`src/rtl/hrm_pkg.sv`:
```
// Shared definitions for the HRM CPU front end: word width, opcode values and
// the fetch sequencer state encoding.
package hrm_pkg;

    localparam int WORD_W = 8;

    localparam logic [WORD_W-1:0] OP_INBOX    = 8'h00;
    localparam logic [WORD_W-1:0] OP_OUTBOX   = 8'h10;
    localparam logic [WORD_W-1:0] OP_COPYFROM = 8'h20;
    localparam logic [WORD_W-1:0] OP_COPYTO   = 8'h30;
    localparam logic [WORD_W-1:0] OP_ADD      = 8'h40;
    localparam logic [WORD_W-1:0] OP_SUB      = 8'h50;
    localparam logic [WORD_W-1:0] OP_BUMPUP   = 8'h60;
    localparam logic [WORD_W-1:0] OP_BUMPDN   = 8'h70;
    localparam logic [WORD_W-1:0] OP_JUMP     = 8'h80;
    localparam logic [WORD_W-1:0] OP_JUMPZ    = 8'h90;
    localparam logic [WORD_W-1:0] OP_JUMPN    = 8'hA0;
    localparam logic [WORD_W-1:0] OP_HALT     = 8'hF0;

    // FAULT is only reachable when fetch bounds checking is compiled in.
    typedef enum logic [2:0] {
        IDLE      = 3'd0,
        FETCH_OP  = 3'd1,
        WAIT_OP   = 3'd2,
        FETCH_ARG = 3'd3,
        WAIT_ARG  = 3'd4,
        ISSUE     = 3'd5,
        HALTED    = 3'd6,
        FAULT     = 3'd7
    } fetch_state_e;

endpackage

```
`src/rtl/hrm_opclass.sv`:
```
// Combinational opcode classifier: does the opcode carry an operand byte, and
// is it HALT. Shared by the fetch sequencer and the decoder.
module hrm_opclass
    import hrm_pkg::*;
(
    input  logic [WORD_W-1:0] op,
    output logic              needs_arg,
    output logic              is_halt
);

    // Operand-carrying opcodes occupy the contiguous high-nibble range COPYFROM..JUMPN.
    assign needs_arg = (op[7:4] >= OP_COPYFROM[7:4]) && (op[7:4] <= OP_JUMPN[7:4]);
    assign is_halt   = (op == OP_HALT);

endmodule

```
`src/rtl/hrm_fetch_ctrl.sv`:
```
// HRM instruction-fetch sequencer: owns the PC, reads the synchronous ROM and
// issues opcode/operand pairs to the decoder. Optional macro: FETCH_BOUNDS_EN.
module hrm_fetch_ctrl
    import hrm_pkg::*;
#(
    parameter int                SIZE     = 256,
    parameter logic [WORD_W-1:0] RESET_PC = '0
) (
    input  logic              clk,
    input  logic              rst,
    input  logic              run,
    output logic [WORD_W-1:0] rom_addr,
    input  logic [WORD_W-1:0] rom_data,
    output logic              instr_valid,
    input  logic              instr_ready,
    output logic [WORD_W-1:0] instr_op,
    output logic [WORD_W-1:0] instr_arg,
    output logic [WORD_W-1:0] instr_pc,
    input  logic              branch_taken,
    input  logic [WORD_W-1:0] branch_target,
    output logic              halted,
    output logic              fault,
    output fetch_state_e      state
);

`ifdef FETCH_BOUNDS_EN
    localparam bit BOUNDS_EN = 1'b1;
`else
    localparam bit BOUNDS_EN = 1'b0;
`endif

    // Handshake: the decoder takes the instruction on any rising edge where
    // instr_valid and instr_ready are both high; op/arg/pc hold until then.
    fetch_state_e      state_q, state_d;
    logic [WORD_W-1:0] pc_q, pc_d;
    logic [WORD_W-1:0] op_q, op_d;
    logic [WORD_W-1:0] arg_q, arg_d;
    logic [WORD_W-1:0] ipc_q, ipc_d;
    logic [WORD_W-1:0] dec_op;
    logic              dec_needs_arg;
    logic              dec_is_halt;
    logic              pc_oob;

    // The classifier looks at the byte arriving from ROM while it is being
    // latched, and at the held opcode otherwise.
    assign dec_op = (state_q == WAIT_OP) ? rom_data : op_q;

    hrm_opclass u_opclass (
        .op        (dec_op),
        .needs_arg (dec_needs_arg),
        .is_halt   (dec_is_halt)
    );

    assign pc_oob = BOUNDS_EN && (int'(pc_q) >= SIZE);

    always_comb begin
        state_d = state_q;
        pc_d    = pc_q;
        op_d    = op_q;
        arg_d   = arg_q;
        ipc_d   = ipc_q;
        case (state_q)
            IDLE: begin
                if (run) state_d = FETCH_OP;
            end
            FETCH_OP: begin
                if (pc_oob) begin
                    state_d = FAULT;
                end else begin
                    ipc_d   = pc_q;
                    state_d = WAIT_OP;
                end
            end
            WAIT_OP: begin
                op_d    = rom_data;
                arg_d   = '0;
                pc_d    = pc_q + 8'd1;
                state_d = dec_needs_arg ? FETCH_ARG : ISSUE;
            end
            FETCH_ARG: begin
                state_d = pc_oob ? FAULT : WAIT_ARG;
            end
            WAIT_ARG: begin
                arg_d   = rom_data;
                pc_d    = pc_q + 8'd1;
                state_d = ISSUE;
            end
            ISSUE: begin
                if (instr_ready) begin
                    if (dec_is_halt) begin
                        state_d = HALTED;
                    end else begin
                        if (branch_taken) pc_d = branch_target;
                        state_d = run ? FETCH_OP : IDLE;
                    end
                end
            end
            HALTED: begin
                state_d = HALTED;
            end
            FAULT: begin
                state_d = FAULT;
            end
            default: begin
                state_d = IDLE;
            end
        endcase
    end

    always_ff @(posedge clk) begin
        if (rst) begin
            state_q <= IDLE;
            pc_q    <= RESET_PC;
            op_q    <= '0;
            arg_q   <= '0;
            ipc_q   <= '0;
        end else begin
            state_q <= state_d;
            pc_q    <= pc_d;
            op_q    <= op_d;
            arg_q   <= arg_d;
            ipc_q   <= ipc_d;
        end
    end

    assign rom_addr    = pc_q;
    assign instr_valid = (state_q == ISSUE);
    assign instr_op    = op_q;
    assign instr_arg   = arg_q;
    assign instr_pc    = ipc_q;
    assign halted      = (state_q == HALTED) || (state_q == FAULT);
    assign state       = state_q;

`ifdef FETCH_BOUNDS_EN
    assign fault = (state_q == FAULT);
`else
    assign fault = 1'b0;
`endif

endmodule

```
`config.mk`:
```
export PLATFORM = sky130hd
export DESIGN_NAME = hrm_fetch_ctrl
export DESIGN_NICKNAME = d
export VERILOG_FILES = /design/src/rtl/hrm_pkg.sv /design/src/rtl/hrm_opclass.sv /design/src/rtl/hrm_fetch_ctrl.sv
export SDC_FILE = /design/constraint.sdc
export NUM_CORES = 1
export LEC_CHECK = 0
export CAP_MARGIN = 5
export CORE_UTILIZATION = 25
export CTS_CLUSTER_SIZE = 25
export DETAILED_ROUTE_END_ITERATION = 6
export SYNTH_ARGS = -nofsm -noshare
export SYNTH_HDL_FRONTEND = slang
export SYNTH_SLANG_ARGS = --single-unit
```
`constraint.sdc`:
```
create_clock -name clk -period 2.2 [get_ports clk]
set_clock_uncertainty 0.1 [all_clocks]
set_input_delay 0.22 -clock clk [delete_from_list [all_inputs] [get_ports clk]]
set_output_delay 0.22 -clock clk [all_outputs]
set_load 0.005 [all_outputs]
```
# [Word-level counts from Yosys, hierarchy flattened]
# Index checks and enable logic that the tools add are counted.
[classes] magnitude_cmp=2 n_addsub=1 mux=12 n_eq_ne=12 reduce_logical=8
[ops] cell="8-bit two-way mux" n=4
[ops] cell="8-bit case mux with 2 select lines" n=2
[ops] cell="3-bit case mux with 8 select lines" n=1
[ops] cell="3-bit equality test, second input constant" n=4
[ops] cell="3-bit two-way mux" n=4
[ops] cell="8-bit by 1-bit adder with 8-bit output, second input constant" n=1
[ops] cell="8-bit equality test, second input constant" n=1
[ops] cell="3-bit by 2-bit equality test with 1-bit output, second input constant" n=2
[ops] cell="4-bit by 2-bit >= comparator with 1-bit output, second input constant" n=1
[ops] cell="4-bit less-or-equal comparator, second input constant" n=1
[ops] cell="2-bit by 1-bit inequality test with 1-bit output, second input constant" n=2
[ops] cell="2-bit inequality test, second input constant" n=2
[ops] cell="4-bit AND reduction" n=1
[ops] cell="2-bit nonzero test" n=2
[ops] cell="3-bit by 1-bit equality test with 1-bit output, second input constant" n=1
[ops] cell="3-bit logical NOT" n=1
[ops] cell="2-bit AND reduction" n=1
[ops] cell="2-bit OR reduction" n=1
[ops] cell="1-bit logical AND" n=1
[ops] cell="1-bit logical OR" n=1
[ops] cell="1-bit two-way mux" n=1
[word_totals] reg_bits=35 input_bits=21 output_inout_bits=38

# [Logic depth before layout (Yosys ltp)]
[depth] word_depth=6 depth_mapped=7 mapped_depth_nobuf=5

# [Hierarchy]
# From an unflattened synthesis, not the netlist that was laid out.
[hier_totals] hier_cells=188 hier_area_um2=1730.4
[by_module_without_submodules] mod="hrm_fetch_ctrl" area_per_inst_um2=1685.4 cells_per_inst=182 instances=1 seq_area_each_um2=700.7
[by_module_without_submodules] mod="hrm_opclass" area_per_inst_um2=45.0 cells_per_inst=6 instances=1 seq_area_each_um2=0.0

# [Least setup slack after synthesis]
# No wires, ideal clock.
[synth_path] path_kind="reg2reg" startpoint="register op_q[3] (netlist: instr_op[3])" endpoint="register pc_q[0] (netlist: rom_addr[0])" period_less_slack_ps=1791 setup_time_ps=103 path_stages_with_launch=6 t_required_ps=1997 t_arrival_ps=1588 setup_slack_ps=409 cell_sequence="dfxtp_1 -> or4_4 -> nor3_4 -> or3_2 -> nor2_1 -> a2111oi_2"
[synth_via] elab_chain_cells=4
[synth_rtl] item="from (decl)" line="hrm_fetch_ctrl.sv:36" rtl="logic [WORD_W-1:0] op_q, op_d;"
[synth_rtl] item="from (signal assigned)" line="hrm_fetch_ctrl.sv:120" rtl="op_q <= op_d;"
[synth_rtl] item="8-bit two-way mux"
[synth_rtl] item="8-bit equality test" line="hrm_opclass.sv:13" rtl="assign is_halt = (op == OP_HALT);"
[synth_rtl] item="2-bit inequality test (no line)"
[synth_rtl] item="4-bit AND reduction (no line)"
[synth_rtl] item="to (signal assigned)" line="hrm_fetch_ctrl.sv:119" rtl="pc_q <= pc_d;"
[synth_rtl] item="to (decl)" line="hrm_fetch_ctrl.sv:35" rtl="logic [WORD_W-1:0] pc_q, pc_d;"
# Every way passes these cells.
# A chain may end at the register's enable or synchronous reset.

# [Worst setup path after layout]
[layout_path] startpoint="register state_q[2] (netlist: state[2])" endpoint="output port instr_valid"
[layout_via] elab_chain_cells=1
[layout_rtl] item="from (decl)" line="hrm_fetch_ctrl.sv:34" rtl="fetch_state_e state_q, state_d;"
[layout_rtl] item="from (signal assigned)" line="hrm_fetch_ctrl.sv:118" rtl="state_q <= state_d;"
[layout_rtl] item="3-bit equality test" line="hrm_fetch_ctrl.sv:127" rtl="assign instr_valid = (state_q == ISSUE);"
[layout_rtl] item="to (decl)" line="hrm_fetch_ctrl.sv:14" rtl="output logic instr_valid,"
# Every way passes these cells.

==> report_table.html <==
<table>
<tr><th>Metric</th><th>Value</th></tr>
<tr><th colspan="2">Final layout</th></tr>
<tr><td>Ratio of cells with drive above 1 in the final layout</td><td>between 8 and 9%</td></tr>
<tr><td>Net total in the final layout</td><td>approximately 270</td></tr>
<tr><td>Final Util</td><td>a little under two fifths</td></tr>
<tr><td>Diode count</td><td>0</td></tr>
<tr><td>Non-Filler Instances</td><td>329</td></tr>
<tr><td>Area growth from synthesis to layout</td><td>43.8%</td></tr>
<tr><th colspan="2">Global routing</th></tr>
<tr><td>Overall routing resource usage</td><td>13.6%</td></tr>
<tr><td>Congestion Overflow GR</td><td>0</td></tr>
<tr><td>Wire length of the first global-routing pass</td><td>about 7.6 mm</td></tr>
<tr><td>Antenna violations before repair</td><td>0</td></tr>
<tr><td>Via count of the first global-routing pass</td><td>between 1,500 and 2,000</td></tr>
<tr><td>Pin count of the biggest net entering global routing</td><td>17</td></tr>
<tr><th colspan="2">Worst setup path</th></tr>
<tr><td>Arrival time of the worst setup path</td><td>1.74 ns</td></tr>
<tr><td>Type of destination of the critical path</td><td>output port</td></tr>
<tr><td>Classification of the worst setup path</td><td>reg2out</td></tr>
<tr><td>Series of cell instances along the critical path</td><td>and3b_1, clkdlybuf4s50_1</td></tr>
<tr><td>Slowest cell on crit path</td><td>sky130_fd_sc_hd__dfxtp_1</td></tr>
<tr><td>Critical Path Source Type</td><td>flip-flop</td></tr>
<tr><td>Worst stage delay on the critical path</td><td>approximately 0.55 ns</td></tr>
<tr><td>Worst path required time</td><td>1.88 ns</td></tr>
<tr><td>Critical-path maximum fanout</td><td>12</td></tr>
<tr><th colspan="2">STA</th></tr>
<tr><td>Final setup vio count</td><td>0</td></tr>
<tr><td>RSZ-0062 raised after global routing</td><td>no</td></tr>
<tr><td>Slew headroom</td><td>about 61%</td></tr>
<tr><td>Highest attainable clock frequency</td><td>between 0.4 and 0.5 GHz</td></tr>
<tr><td>Hold Violations, Final</td><td>0</td></tr>
<tr><td>Clock period minus final worst setup slack</td><td>around 2.1 ns</td></tr>
<tr><td>Worst Max-Slew Pin Slew</td><td>between 0.5 and 0.6 ns</td></tr>
<tr><td>Total Neg Setup Slack</td><td>0 ns</td></tr>
<tr><td>Pins over their slew limit</td><td>0</td></tr>
<tr><td>Share of the clock period used by the worst path after layout</td><td>between 90% and 100%</td></tr>
<tr><th colspan="2">Floorplan</th></tr>
<tr><td>Area of the die</td><td>around 7000 um^2</td></tr>
<tr><td>Chip Width</td><td>approximately 84 um</td></tr>
<tr><td>Standard-cell rows</td><td>29</td></tr>
<tr><td>Floorplan die height</td><td>between 80 and 90 um</td></tr>
<tr><td>Core outline area</td><td>6420 um^2</td></tr>
<tr><td>I/O pins</td><td>a little under 60</td></tr>
<tr><td>Initial Utilization</td><td>a little over a quarter</td></tr>
<tr><th colspan="2">Synthesis</th></tr>
<tr><td>Sequential share of the synthesized area</td><td>a little over two fifths</td></tr>
<tr><td>Combined area of all synthesized cells</td><td>1680 um^2</td></tr>
<tr><td>Area contributors post-synth</td><td>sky130_fd_sc_hd__dfxtp_1, sky130_fd_sc_hd__mux2i_1, sky130_fd_sc_hd__nor2_1</td></tr>
<tr><td>Area share of the largest cell type after synthesis</td><td>roughly two fifths</td></tr>
<tr><td>Synth Net Count</td><td>217</td></tr>
<tr><td>Post-synth EDFFs</td><td>0</td></tr>
<tr><td>Most instantiated library cell after synthesis</td><td>sky130_fd_sc_hd__nor2_1</td></tr>
<tr><td>Count of unique library cells instantiated by Yosys</td><td>43</td></tr>
<tr><td>Async set-or-reset flop fraction in the synthesized netlist</td><td>0%</td></tr>
<tr><td>Post-synthesis cell type with the largest combined area</td><td>sky130_fd_sc_hd__dfxtp_1</td></tr>
<tr><td>Total number of yosys warnings</td><td>0</td></tr>
<tr><td>Mean cell area of the mapped netlist</td><td>8.60 um^2</td></tr>
<tr><td>Commonest register cell after synthesis</td><td>sky130_fd_sc_hd__dfxtp_1</td></tr>
<tr><td>Cells after Synth</td><td>a little under 200</td></tr>
<tr><td>Most frequent cells after synthesis</td><td>sky130_fd_sc_hd__nor2_1, sky130_fd_sc_hd__dfxtp_1, sky130_fd_sc_hd__a21oi_1, sky130_fd_sc_hd__mux2i_1, sky130_fd_sc_hd__clkbuf_1</td></tr>
<tr><td>Register bit count reported by yosys</td><td>35</td></tr>
<tr><th colspan="2">Place</th></tr>
<tr><td>Quantity of I/O buffers inserted on ports</td><td>57</td></tr>
<tr><td>Final Wtd Congestion</td><td>around 0.80</td></tr>
<tr><td>Final HPWL from detailed placement</td><td>about 3.4 mm</td></tr>
<tr><td>Placed insts</td><td>around 320</td></tr>
<tr><th colspan="2">Pwr</th></tr>
<tr><td>Pwr/cell area</td><td>687 nW/um^2</td></tr>
<tr><td>Worst IR drop on VDD</td><td>between 300 and 400 uV</td></tr>
<tr><td>Leakage dissipation</td><td>about 0.00086 uW</td></tr>
<tr><th colspan="2">Outcome</th></tr>
<tr><td>Failing checks</td><td>design-rule violations</td></tr>
<tr><td>Run status</td><td>finished with violations</td></tr>
<tr><th colspan="2">CTS</th></tr>
<tr><td>TritonCTS buffer count</td><td>5</td></tr>
<tr><td>CTS max path bufs</td><td>2</td></tr>
<tr><td>Clock Latency Late Sink</td><td>0.29 ns</td></tr>
<tr><td>Buffer type at the clock tree root</td><td>sky130_fd_sc_hd__clkbuf_8</td></tr>
<tr><td>TritonCTS clock tree</td><td>done</td></tr>
<tr><td>Post-CTS clock slew at the launch and capture registers of the worst setup and hold paths</td><td>approximately 0.070 ns</td></tr>
<tr><td>H-Tree Depth</td><td>2</td></tr>
<tr><td># resized after CTS</td><td>0</td></tr>
<tr><td>Count of buffers added by post-CTS timing repair for setup</td><td>0</td></tr>
<tr><td>Number of clock sinks</td><td>35</td></tr>
<tr><td>Number of buffers inserted by hold repair at cts</td><td>0</td></tr>
<tr><th colspan="2">Route</th></tr>
<tr><td>Via density</td><td>around 4.9</td></tr>
<tr><td>Initial DRC Count</td><td>130</td></tr>
<tr><td>Count of antenna-violating nets left after detailed routing</td><td>0</td></tr>
<tr><td>Post-DR wirelength/cell</td><td>around 14 um</td></tr>
<tr><td>DR DRC count</td><td>6</td></tr>
<tr><td>Via count</td><td>1,600</td></tr>
<tr><td>Final routed wirelength across all metal layers</td><td>about 4.7 mm</td></tr>
<tr><td>1st-pass router iterations</td><td>6</td></tr>
<tr><th colspan="2">Job</th></tr>
<tr><td>Max-capacitance violation count</td><td>0</td></tr>
<tr><th colspan="2">Min path</th></tr>
<tr><td>Kind of path behind the tightest hold check</td><td>reg2reg</td></tr>
</table>
-- per-stage QoR --
step | hold slack [ns] | power (uW) | area [um^2] | setup slack (ns)
after floorplan | 0.267 | 1010 | 1680 | 0.409
after global placement | 0.374 | 1210 | 2330 | 0.311
after detailed placement | 0.382 | 1210 | 2330 | 0.274
after CTS | 0.401 | 1670 | 2410 | 0.0829
after global routing | 0.432 | 1750 | 2410 | 0.0166
final | 0.397 | 1660 | 2410 | 0.139
-- registers in the layout (all words and copies together), names as in the netlist --
name,cells
instr_pc,8
state,3
instr_op,8
rom_addr,8
instr_arg,8
-- logic make-up after synthesis --
group | count (synthesis) | synth area share (%)
muxes | 17 | 10.1
buffers and inverters | 19 | 5.07
other | 1 | 0.224
AOI/OAI and AO/OA | 44 | 17.6
adders and majority gates | 1 | 0.746
and+or+nand+nor | 77 | 23.9
DFF | 35 | 41.8
xor gates and xnor gates | 1 | 0.522
-- area by class of cell --
class                           instances  area [um^2]
Clock buffer                            7         76.3
Clock inverter                          1         5.00
Fill cell                             661         4010
Inverter                                3         11.3
Multi-Input combinational cell        141          891
Sequential cell                        35          701
Tap cell                               77         96.3
Timing Repair Buffer                   65          631
-- critical path, delay by kind of cell, from the launching register on --
kind                   cells  cell delay [ns]
buffers and inverters      1             0.54
and+or+nand+nor            1             0.36
DFF                        1             0.55
-- final timing paths --
check                                 from                        to  slack (ns)  cells after the start
setup reg to reg    instr_op[3]$_SDFF_PP0_  rom_addr[0]$_SDFFE_PP0P_        0.28                      5
setup / recovery     state[2]$_SDFFE_PP0P_               instr_valid        0.14                      2
hold / removal    instr_pc[0]$_SDFFE_PP0P_  instr_pc[0]$_SDFFE_PP0P_        0.40                      2
hold reg to reg   instr_pc[0]$_SDFFE_PP0P_  instr_pc[0]$_SDFFE_PP0P_        0.40                      2
-- per-layer routing --
| layer | routed length, um | up-vias | part of all wire (%) | track usage (%) |
|---|---|---|---|---|
| li1 | - | 798 | - | - |
| met1 | 2270 | 745 | 49 | 18.2 |
| met2 | 2030 | 49 | 44 | 20.6 |
| met3 | 286 | 8 | 6.1 | 3.76 |
| met4 | 69 | 0 | 1.5 | 5.17 |
| met5 | 0 | - | 0 | 0 |
-- cell usage in the layout (no fill, tap or decap), types with 2 or more instances in the layout --
cell type                         Yosys  layout
sky130_fd_sc_hd__clkbuf_8             0       5
sky130_fd_sc_hd__nor2_1              38      38
sky130_fd_sc_hd__and3_1               2       2
sky130_fd_sc_hd__mux2i_1             17      17
sky130_fd_sc_hd__o211ai_1             2       2
sky130_fd_sc_hd__nand4_1              3       3
sky130_fd_sc_hd__a22oi_1              8       8
sky130_fd_sc_hd__a211oi_1             2       2
sky130_fd_sc_hd__nor2b_1              2       2
sky130_fd_sc_hd__clkbuf_1            10       2
sky130_fd_sc_hd__nor3_1               6       6
sky130_fd_sc_hd__nand2_1              5       5
sky130_fd_sc_hd__nand3_1              4       4
sky130_fd_sc_hd__a21oi_1             17      17
sky130_fd_sc_hd__dfxtp_1             35      35
sky130_fd_sc_hd__inv_1                3       3
sky130_fd_sc_hd__o21ai_0              4       4
sky130_fd_sc_hd__a21o_1               2       2
sky130_fd_sc_hd__o31ai_1              2       2
sky130_fd_sc_hd__nand2b_1             3       3
sky130_fd_sc_hd__nor3b_1              2       2
sky130_fd_sc_hd__buf_4                3       8
sky130_fd_sc_hd__clkdlybuf4s50_1      0      57
sky130_fd_sc_hd__o32ai_1              3       3
-- where the power goes --
group          leakage (uW)  switching (uW)  internal [uW]  total (uW)
registers          0.000284            60.8            680         741
clock network     0.0000422             234            222         456
logic              0.000538             214            245         459
total              0.000864             509           1150        1660
Note: power is estimated with default switching activity, not from simulation.
